### config.mk
export PLATFORM = sky130hd
export DESIGN_NAME = tile_match_engine
export DESIGN_NICKNAME = d
export VERILOG_FILES = /design/src/rtl/tile_match_engine.sv
export SDC_FILE = /design/constraint.sdc
export NUM_CORES = 1
export LEC_CHECK = 0
export BUFFER_PORTS_ARGS = -buffer_cell sky130_fd_sc_hd__buf_2
export CAP_MARGIN = 20
export CORE_MARGIN = 2
export CORE_UTILIZATION = 35
export DETAILED_ROUTE_END_ITERATION = 6
export GPL_TIMING_DRIVEN = 0
export PLACE_DENSITY = 0.51
export SETUP_SLACK_MARGIN = 0.15
export SKIP_CTS_REPAIR_TIMING = 1
export SYNTH_ARGS = -nofsm -noshare
export SYNTH_HDL_FRONTEND = slang
export SYNTH_SLANG_ARGS = --single-unit
export TNS_END_PERCENT = 1
### constraint.sdc
create_clock -name clk -period 5.3 [get_ports clk]
set_input_delay 1.06 -clock clk [delete_from_list [all_inputs] [get_ports clk]]
set_output_delay 1.06 -clock clk [all_outputs]
set_load 0.005 [all_outputs]
### src/rtl/tile_match_engine.sv
// Memory-match engine: selects two tiles, compares their symbols, latches matched pairs and counts moves.
// Optional MISS_LIMIT_EN adds a miss counter, a LOST state and the game_over output.
module tile_match_engine #(
  parameter int N_TILES     = 16,
  parameter int SYM_W       = 3,
  parameter int IDX_W       = 4,
  parameter int SHOW_CYCLES = 50000000,
  parameter int MOVE_W      = 8,
  parameter int MAX_MISSES  = 10
) (
  input  logic                     clk,
  input  logic                     reset,
  input  logic [N_TILES-1:0]       switches,
  input  logic [N_TILES*SYM_W-1:0] tiles,
  output logic [N_TILES-1:0]       leds,
  output logic [N_TILES-1:0]       revealed,
  output logic [IDX_W-1:0]         first_idx,
  output logic [IDX_W-1:0]         second_idx,
  output logic [MOVE_W-1:0]        moves,
  output logic                     match_pulse,
  output logic                     miss_pulse,
  output logic                     busy,
  output logic                     win
`ifdef MISS_LIMIT_EN
  ,
  output logic                     game_over
`endif
);

  localparam int CNT_W = (SHOW_CYCLES > 1) ? $clog2(SHOW_CYCLES) : 1;
  localparam logic [CNT_W-1:0] SHOW_LOAD = CNT_W'(SHOW_CYCLES - 1);

  if (N_TILES < 2 || N_TILES > 64 || (N_TILES % 2) != 0 || IDX_W < $clog2(N_TILES) ||
      SHOW_CYCLES < 1 || MAX_MISSES < 1) begin : g_bad_params
    $error("tile_match_engine: illegal parameter combination");
  end

  typedef enum logic [2:0] {IDLE, ONE, CMP, SHOW, WON, LOST} state_t;

  state_t               state, state_d;
  logic [N_TILES-1:0]   sw_q;
  logic [N_TILES-1:0]   sw_rise, sw_fall, valid;
  logic [N_TILES-1:0]   leds_d, revealed_d;
  logic [IDX_W-1:0]     first_d, second_d, pick_idx;
  logic                 first_vld, first_vld_d, second_vld, second_vld_d, pick_vld;
  logic [MOVE_W-1:0]    moves_d;
  logic                 match_d, miss_d;
  logic [CNT_W-1:0]     show_cnt, show_cnt_d;
  logic [SYM_W-1:0]     sym_a, sym_b;
  logic                 cancel;

`ifdef MISS_LIMIT_EN
  localparam int MISS_W = $clog2(MAX_MISSES + 1);
  logic [MISS_W-1:0]    miss_cnt, miss_cnt_d;
`endif

  function automatic logic [N_TILES-1:0] onehot(input logic [IDX_W-1:0] idx);
    onehot = '0;
    for (int k = 0; k < N_TILES; k++) onehot[k] = (idx == IDX_W'(k));
  endfunction

  // The index registers read all-ones when empty, which can alias tile N_TILES-1,
  // so the *_vld flags decide whether an index really names a selected tile.
  assign sw_rise = switches & ~sw_q;
  assign sw_fall = ~switches & sw_q;
  assign valid   = sw_rise & ~leds & ~(first_vld ? onehot(first_idx) : '0);
  assign cancel  = (state == ONE) && (|(sw_fall & onehot(first_idx)));

  always_comb begin
    pick_vld = 1'b0;
    pick_idx = '0;
    for (int k = N_TILES - 1; k >= 0; k--) begin
      if (valid[k]) begin
        pick_vld = 1'b1;
        pick_idx = IDX_W'(k);
      end
    end
  end

  always_comb begin
    sym_a = '0;
    sym_b = '0;
    for (int k = 0; k < N_TILES; k++) begin
      if (first_idx == IDX_W'(k))  sym_a = tiles[k*SYM_W +: SYM_W];
      if (second_idx == IDX_W'(k)) sym_b = tiles[k*SYM_W +: SYM_W];
    end
  end

  always_comb begin
    state_d      = state;
    first_d      = first_idx;
    first_vld_d  = first_vld;
    second_d     = second_idx;
    second_vld_d = second_vld;
    leds_d       = leds;
    moves_d      = moves;
    match_d      = 1'b0;
    miss_d       = 1'b0;
    show_cnt_d   = show_cnt;
`ifdef MISS_LIMIT_EN
    miss_cnt_d   = miss_cnt;
`endif
    case (state)
      IDLE: begin
        if (pick_vld) begin
          first_d     = pick_idx;
          first_vld_d = 1'b1;
          state_d     = ONE;
        end
      end
      ONE: begin
        if (cancel) begin
          first_d     = '1;
          first_vld_d = 1'b0;
          state_d     = IDLE;
        end else if (pick_vld) begin
          second_d     = pick_idx;
          second_vld_d = 1'b1;
          state_d      = CMP;
        end
      end
      CMP: begin
        if (moves != '1) moves_d = moves + MOVE_W'(1);
        if (sym_a == sym_b) begin
          leds_d       = leds | onehot(first_idx) | onehot(second_idx);
          match_d      = 1'b1;
          first_d      = '1;
          second_d     = '1;
          first_vld_d  = 1'b0;
          second_vld_d = 1'b0;
          state_d      = (leds_d == '1) ? WON : IDLE;
        end else begin
          miss_d     = 1'b1;
          show_cnt_d = SHOW_LOAD;
          state_d    = SHOW;
`ifdef MISS_LIMIT_EN
          if (miss_cnt != MISS_W'(MAX_MISSES)) miss_cnt_d = miss_cnt + MISS_W'(1);
`endif
        end
      end
      SHOW: begin
        if (show_cnt == '0) begin
          first_d      = '1;
          second_d     = '1;
          first_vld_d  = 1'b0;
          second_vld_d = 1'b0;
          state_d      = IDLE;
`ifdef MISS_LIMIT_EN
          if (miss_cnt == MISS_W'(MAX_MISSES)) state_d = LOST;
`endif
        end else begin
          show_cnt_d = show_cnt - CNT_W'(1);
        end
      end
      WON, LOST: ;
      default: state_d = IDLE;
    endcase

    revealed_d = leds_d | (first_vld_d ? onehot(first_d) : '0) |
                 (second_vld_d ? onehot(second_d) : '0);
`ifdef MISS_LIMIT_EN
    if (state_d == LOST) revealed_d = '1;
`endif
  end

  always_ff @(posedge clk or posedge reset) begin
    if (reset) begin
      state       <= IDLE;
      sw_q        <= '0;
      leds        <= '0;
      revealed    <= '0;
      first_idx   <= '1;
      second_idx  <= '1;
      first_vld   <= 1'b0;
      second_vld  <= 1'b0;
      moves       <= '0;
      match_pulse <= 1'b0;
      miss_pulse  <= 1'b0;
      show_cnt    <= '0;
`ifdef MISS_LIMIT_EN
      miss_cnt    <= '0;
`endif
    end else begin
      state       <= state_d;
      sw_q        <= switches;
      leds        <= leds_d;
      revealed    <= revealed_d;
      first_idx   <= first_d;
      second_idx  <= second_d;
      first_vld   <= first_vld_d;
      second_vld  <= second_vld_d;
      moves       <= moves_d;
      match_pulse <= match_d;
      miss_pulse  <= miss_d;
      show_cnt    <= show_cnt_d;
`ifdef MISS_LIMIT_EN
      miss_cnt    <= miss_cnt_d;
`endif
    end
  end

  assign busy = (state == CMP) || (state == SHOW);
  assign win  = (state == WON);
`ifdef MISS_LIMIT_EN
  assign game_over = (state == LOST);
`endif

endmodule
==> flow_metrics.py, run 1 <==
metrics = {
    "outcome": {
        "status": "finished, final reports clean",
    },
    "global_route": {
        "grt_max_degree": 59,
        "grt_antenna_before_repair": 0,
        "grt_pass1_wl_um": 37800,
        "overflow": 0,
        "grtUsageTotal_pct": 24.1,
        "grt_pass1_vias": 6400,
    },
    "synthesis": {
        "synth_area_per_cell_sq_um": 8.91,
        "netlist_instances": 771,
        "synth-seq-area-share_pct": 35.5,
        "ys_top_cells_by_area": "dfrtp_1 (32%), a21oi_1 (3.6%), nor2_1 (3.6%)",
        "synthesis.area_sq_um": 6870,
        "ys_warn_count": 0,
        "synth_cell_type_count": 94,
        "async_flop_share_pct": 100,
        "ys.flop_type": "dfrtp_1",
        "ys_seq_elements": 97,
        "synth.net_count": 839,
        "synth_area_leader_cell": "dfrtp_1",
        "synth_edf_count": 0,
        "yosysTopAreaCellShare_pct": 32.4,
    },
    "floorplanning": {
        "die_w_um": 144,
        "fp.dieArea_sq_um": 20800,
        "dieHeight_um": 144,
        "num_rows": 51,
        "ios": 118,
        "coreArea_sq_um": 19300,
        "start_util_pct": 35.5,
    },
    "drt": {
        "drt_iter0_markers": 700,
        "routed_wirelength_um": 25100,
        "wire_per_inst_um": 21.5,
        "drc": 0,
        "ant_nets": 0,
        "vias_per_cell": 5.81,
        "dr.pass1.iters": 6,
        "vias": 6800,
    },
    "timing": {
        "setup_viol": 0,
        "fin_setup_tns_ps": 0,
        "period_share_pct": 78.3,
        "rsz0062_at_grt": "no",
        "slew_headroom_pct": 42.3,
        "slew_violations": 0,
        "tightest_slew_ps": 858,
        "holdWs_ps": 495,
        "period_needed_ps": 4150,
        "fin_skew_ps": 17.6,
        "hold_viol_final": 0,
        "fmax_ghz": 0.241,
    },
    "layout": {
        "insertedDiodeCount": 0,
        "drive_above_1_share_pct": 25.0,
        "mostFrequentLayoutCells": "buf_2 (133), dfrtp_1 (89), nor2_1 (65), nand2_1 (55), a21oi_1 (50)",
        "final_util_pct": 42.1,
        "nNetsFinal": 968,
        "area_growth_pct": 18.5,
        "fin_cells": 1170,
        "final_common_cell": "buf_2",
    },
    "place": {
        "port_buffers": 117,
        "gp_congestion": 0.915,
        "hpwl_um": 19100,
        "dp_cells": 1154,
    },
    "setup_path": {
        "cpLargestDelayFamily": "simple AND/OR/NAND/NOR gates",
        "worst_ep_arrival_time_ps": 4420,
        "cp_common_cell": "a21oi_1",
        "slowest_stage": "dfstp_2",
        "cp.required_ps": 5570,
        "cp_num_buf_inv": 2,
        "slowest_delay_ps": 530,
        "cp-end-kind": "flop",
        "critPathLaunchType": "flop",
        "critPathKind": "flop to flop",
        "crit_chain": "buf_6 -> or2_1 -> clkbuf_1 -> nor4b_1 -> nor4_1 -> nand4_1 -> a21oi_1 -> or3_1 -> a21oi_1 -> o21a_1 -> or3b_1 -> o2111ai_1",
        "cp_max_fo": 10,
    },
    "cts": {
        "tritoncts": "done",
        "numCtsBuffers": 9,
        "clk_latency_ps": 360,
        "clk_pin_slew_worst_paths_ps": 70,
        "cts_max_path_buffers": 2,
        "h-tree-depth": 3,
        "root_buffer": "clkbuf_16",
        "cts.sink_count": 97,
    },
    "min_path": {
        "min_path_type": "flop to flop",
    },
    "flow_run": {
        "maxCapViolCount": 0,
    },
    "pwr": {
        "power_density_nw_per_um2": 200,
        "power_leakage_uw": 0.00343,
        "total_power_uw": 1630,
        "ir_worst_vdd_uv": 132,
    },
}
==> worst reg2reg max path, delay by kind of cell, from the launching register on <==
kind	cells	cell delay (ps)
and+or+nand+nor	6	1940
buffers and inverters	2	630
AOI/OAI and AO/OA	4	960
DFF	1	530
==> registers in the layout, indices dropped and copies added (netlist names), 3 cells and up <==
signal,count
revealed,16
sw_q,16
first_idx,4
state,3
show_cnt,26
leds,16
second_idx,4
moves,8
==> cells by family (layout without fill, tap and decap cells) <==
| logic type | count (synthesis) | count (layout) | share of synthesized area, % |
|---|---|---|---|
| xor gates and xnor gates | 25 | 25 | 3.19 |
| and+or+nand+nor | 321 | 321 | 27.3 |
| muxes | 22 | 22 | 4.44 |
| adders and majority gates | 2 | 2 | 0.364 |
| buffers and inverters | 78 | 212 | 5.87 |
| DFF | 97 | 97 | 35.5 |
| AOI/OAI and AO/OA | 226 | 226 | 23.4 |
==> worst paths after layout <==
| check | start | endpoint | cells after the start | slack (ps) |
|---|---|---|---|---|
| min in group asynchronous | reset | show_cnt[11]$_DFFE_PP0P_ | 2 | 750 |
| max in group asynchronous | reset | second_idx[0]$_DFF_PP1_ | 3 | 3850 |
| setup / recovery | first_idx[0]$_DFF_PP1_ | revealed[10]$_DFF_PP0_ | 12 | 1150 |
| setup reg to reg | first_idx[0]$_DFF_PP1_ | revealed[10]$_DFF_PP0_ | 12 | 1150 |
| hold reg to reg | moves[6]$_DFFE_PP0P_ | moves[6]$_DFFE_PP0P_ | 1 | 490 |
| hold / removal | moves[6]$_DFFE_PP0P_ | moves[6]$_DFFE_PP0P_ | 1 | 490 |
==> Yosys cell counts (8+ instances only) <==
| library cell | count |
|---|---|
| a21o_1 | 11 |
| a21oi_1 | 50 |
| and3_1 | 9 |
| buf_2 | 16 |
| buf_4 | 8 |
| buf_6 | 8 |
| clkbuf_1 | 12 |
| dfrtp_1 | 89 |
| dfstp_2 | 8 |
| inv_1 | 30 |
| mux2i_1 | 11 |
| nand2_1 | 55 |
| nand2b_1 | 33 |
| nand3_1 | 17 |
| nor2_1 | 65 |
| nor2b_1 | 16 |
| nor3_1 | 17 |
| nor3b_1 | 16 |
| nor4_1 | 8 |
| nor4b_1 | 11 |
| o21ai_0 | 30 |
| o22ai_1 | 29 |
| o32ai_1 | 8 |
| xnor2_1 | 17 |
| xor2_1 | 8 |
==> final cells by class <==
class / instances / area, sq um
Fill cell: 2035 / 11200
Sequential cell: 97 / 2440
Clock buffer: 11 / 253
Inverter: 33 / 126
Clock inverter: 5 / 67.6
Tap cell: 265 / 332
Multi-Input combinational cell: 596 / 4030
Timing Repair Buffer: 118 / 613
Buffer: 45 / 279
==> stage by stage <==
| stage | setup WS (ps) | instance area, sq um |
|---|---|---|
| 6_report | 1150 | 8140 |
| 5_1_grt | 944 | 8140 |
| 4_1_cts | 1330 | 8140 |
| 3_5_place_dp | 1220 | 7820 |
| 3_3_place_gp | 402 | 7790 |
| 2_1_floorplan | 1720 | 6870 |
==> power breakdown <==
part	switching, uW	internal (uW)	total (uW)
sequential	5.81	748	754
combinational	96.6	68.2	165
clock	312	401	713
total	415	1220	1630
==> metal layers <==
metal | track usage (%) | part of all wire, % | vias up
li1 | - | - | 3147
met1 | 34.8 | 45 | 3251
met2 | 36.8 | 44 | 350
met5 | 0 | 0 | -
met3 | 3.58 | 7.7 | 52
met4 | 8.62 | 2.5 | 0
Note: power is estimated with default switching activity, not from simulation.
==> run 2, diff against run 1 <==
--- a/config.mk
+++ b/config.mk
@@ -11,7 +11,7 @@
 export CORE_UTILIZATION = 35
 export DETAILED_ROUTE_END_ITERATION = 6
 export GPL_TIMING_DRIVEN = 0
-export PLACE_DENSITY = 0.51
+export PLACE_DENSITY = 0.53
 export SETUP_SLACK_MARGIN = 0.15
 export SKIP_CTS_REPAIR_TIMING = 1
 export SYNTH_ARGS = -nofsm -noshare
==> constraint.sdc (replaced) <==
create_clock -name clk -period 3.42 [get_ports clk]
set_input_delay 0.684 -clock clk [delete_from_list [all_inputs] [get_ports clk]]
set_output_delay 0.684 -clock clk [all_outputs]
set_load 0.005 [all_outputs]
==> run 2 against run 1 <==
Compared with the run above:
- the run now ends with negative setup slack left
- register-to-register slack got worse by 1300 ps
- combinational power rose by 100%
- wire length rose by 4.4%
- non-clock buffer count rose by 43
- first-iteration DRC count fell by 3.3%
- cell area rose by 12%
- die area did not move
- sequential share of layout area fell by 3.2 points
- cell count rose by 3.7%
- clock power rose by 37%
- flip-flop and latch count did not move
- largest cell class unchanged
- via count rose by 3.8%
==> flow_metrics.py, run 2 (synthesized netlist as in run 1, its figures left out) <==
metrics = {
    "floorplanning": {
        "start_util_pct": 35.5,
        "die_w_um": 144,
        "coreArea_sq_um": 19300,
        "dieHeight_um": 144,
        "fp.dieArea_sq_um": 20800,
        "ios": 118,
        "num_rows": 51,
    },
    "timing": {
        "rsz0062_at_grt": "yes",
        "period_needed_ps": 3570,
        "slew_headroom_pct": 43.2,
        "fmax_ghz": 0.280,
        "slew_violations": 0,
        "hold_viol_final": 0,
        "setup_viol": 15,
        "tightest_slew_ps": 846,
        "fin_ws_ps": -153,
        "fin_skew_ps": 18.0,
        "period_share_pct": 104,
    },
    "layout": {
        "fin_cells": 1213,
        "insertedDiodeCount": 0,
        "area_growth_pct": 32.8,
        "largest_reg_flops": 26,
        "final_util_pct": 47.2,
        "fill_cells": 1909,
        "drive_above_1_share_pct": 36.0,
        "multiInputGateArea_sq_um": 4500,
        "top_register": "show_cnt",
        "nNetsFinal": 1011,
        "mostFrequentLayoutCells": "buf_2 (123), dfrtp_1 (89), nor2_1 (62), nand2_1 (51), a21oi_1 (43)",
        "ff_latch_area_sq_um": 2440,
        "final_common_cell": "buf_2",
    },
    "drt": {
        "drc": 0,
        "dr.pass1.iters": 7,
        "routed_wirelength_um": 26200,
        "vias_per_cell": 5.82,
        "ant_nets": 0,
        "wire_per_inst_um": 21.6,
        "drt_iter0_markers": 677,
        "vias": 7061,
    },
    "place": {
        "hpwl_um": 19100,
        "gp_congestion": 0.925,
        "dp_cells": 1154,
        "port_buffers": 117,
    },
    "cts": {
        "h-tree-depth": 3,
        "root_buffer": "clkbuf_16",
        "cts.sink_count": 97,
        "numCtsBuffers": 9,
        "clk_latency_ps": 360,
        "clk_pin_slew_worst_paths_ps": 70,
        "tritoncts": "done",
        "cts_max_path_buffers": 2,
    },
    "setup_path": {
        "cp-end-kind": "flop",
        "slowest_delay_ps": 660,
        "slowest_stage": "dfstp_2",
        "cp_max_fo": 10,
        "ff2ff_path_depth": 15,
        "critPathKind": "flop to flop",
        "cp.required_ps": 3680,
        "worst_ep_arrival_time_ps": 3840,
        "critPathLaunchType": "flop",
        "cp_common_cell": "buf_8",
        "crit_chain": "buf_8 -> buf_8 -> nand4b_1 -> o32ai_4 -> buf_4 -> o2111ai_4 -> nor2b_4 -> nor2_2 -> mux2_4 -> a21oi_2 -> nor2_1 -> o22a_4 -> buf_8 -> or2_4 -> o221ai_2",
    },
    "global_route": {
        "overflow": 0,
        "grt_pass1_vias": 6417,
        "grt_max_degree": 56,
        "grt_antenna_before_repair": 0,
        "grtUsageTotal_pct": 23.9,
        "grt_pass1_wl_um": 37400,
    },
    "outcome": {
        "status": "finished with violations",
        "violations": "negative setup slack",
    },
    "pwr": {
        "power_leakage_uw": 0.00378,
        "ir_worst_vdd_uv": 229,
        "power_density_nw_per_um2": 271,
    },
    "flow_run": {
        "maxCapViolCount": 0,
    },
    "min_path": {
        "min_path_type": "input pin to async pin",
    },
}
==> run 2: changes by cell type in the layout (fill, tap and decap cells not counted), sizes merged <==
cell / before / now
buf: 151 / 189
clkinv: 0 / 2
bufinv: 1 / 0
clkinvlp: 0 / 2
clkbuf: 23 / 28
inv: 37 / 34
==> run 2: critical path, delay by kind of cell (launching register included) <==
kind            cells  cell delay (ps)
simple gates        5              810
flops               1              660
buf+inv             4              620
mux                 1              290
compound gates      5             1070
==> run 2: final cells by class <==
cell class,count,area share [%]
sequential,97,26.7
buffer,45,4.90
tap,265,3.64
timing repair buffer,161,11.0
clock buffer,11,2.55
multi-input combinational,596,49.3
clock inverter,5,0.425
inverter,33,1.45
==> run 2: where the power goes <==
| part | internal [uW] | switching [uW] | leakage [uW] |
|---|---|---|---|
| combinational | 150 | 181 | 0.00253 |
| sequential | 1160 | 9.59 | 0.00113 |
| clock | 500 | 474 | 0.000131 |
| total | 1810 | 664 | 0.00378 |
==> run 2: worst paths after layout <==
kind,startpoint,endpoint,slack [ps]
setup / recovery,first_idx[1]$_DFF_PP1_,revealed[0]$_DFF_PP0_,-150
hold / removal,reset,show_cnt[11]$_DFFE_PP0P_,380
setup reg to reg,first_idx[1]$_DFF_PP1_,revealed[0]$_DFF_PP0_,-150
hold reg to reg,moves[4]$_DFFE_PP0P_,moves[4]$_DFFE_PP0P_,490
max in group asynchronous,reset,second_idx[0]$_DFF_PP1_,2310
min in group clk,switches[4],sw_q[4]$_DFF_PP0_,450
==> run 2: routing by layer <==
metal,vias up,global-route usage [%],part of all wire [%]
li1,3235,-,-
met1,3438,33.9,45
met2,333,36.6,45
met3,55,4.60,7.5
met4,0,8.00,2.7
met5,-,0,0
==> run 2: stage by stage <==
stage / power (uW) / instance area (sq um) / hold slack (ps) / setup slack (ps) / setup TNS (ps)
2_1_floorplan: 1330 / 6870 / 469 / 216 / 0
3_3_place_gp: 1440 / 7790 / 490 / -1130 / -113440
3_5_place_dp: 1440 / 7820 / 486 / -574 / -13470
4_1_cts: 2410 / 8090 / 404 / -604 / -13890
5_1_grt: 2560 / 9120 / 445 / -221 / -3030
6_report: 2470 / 9120 / 384 / -153 / -1370
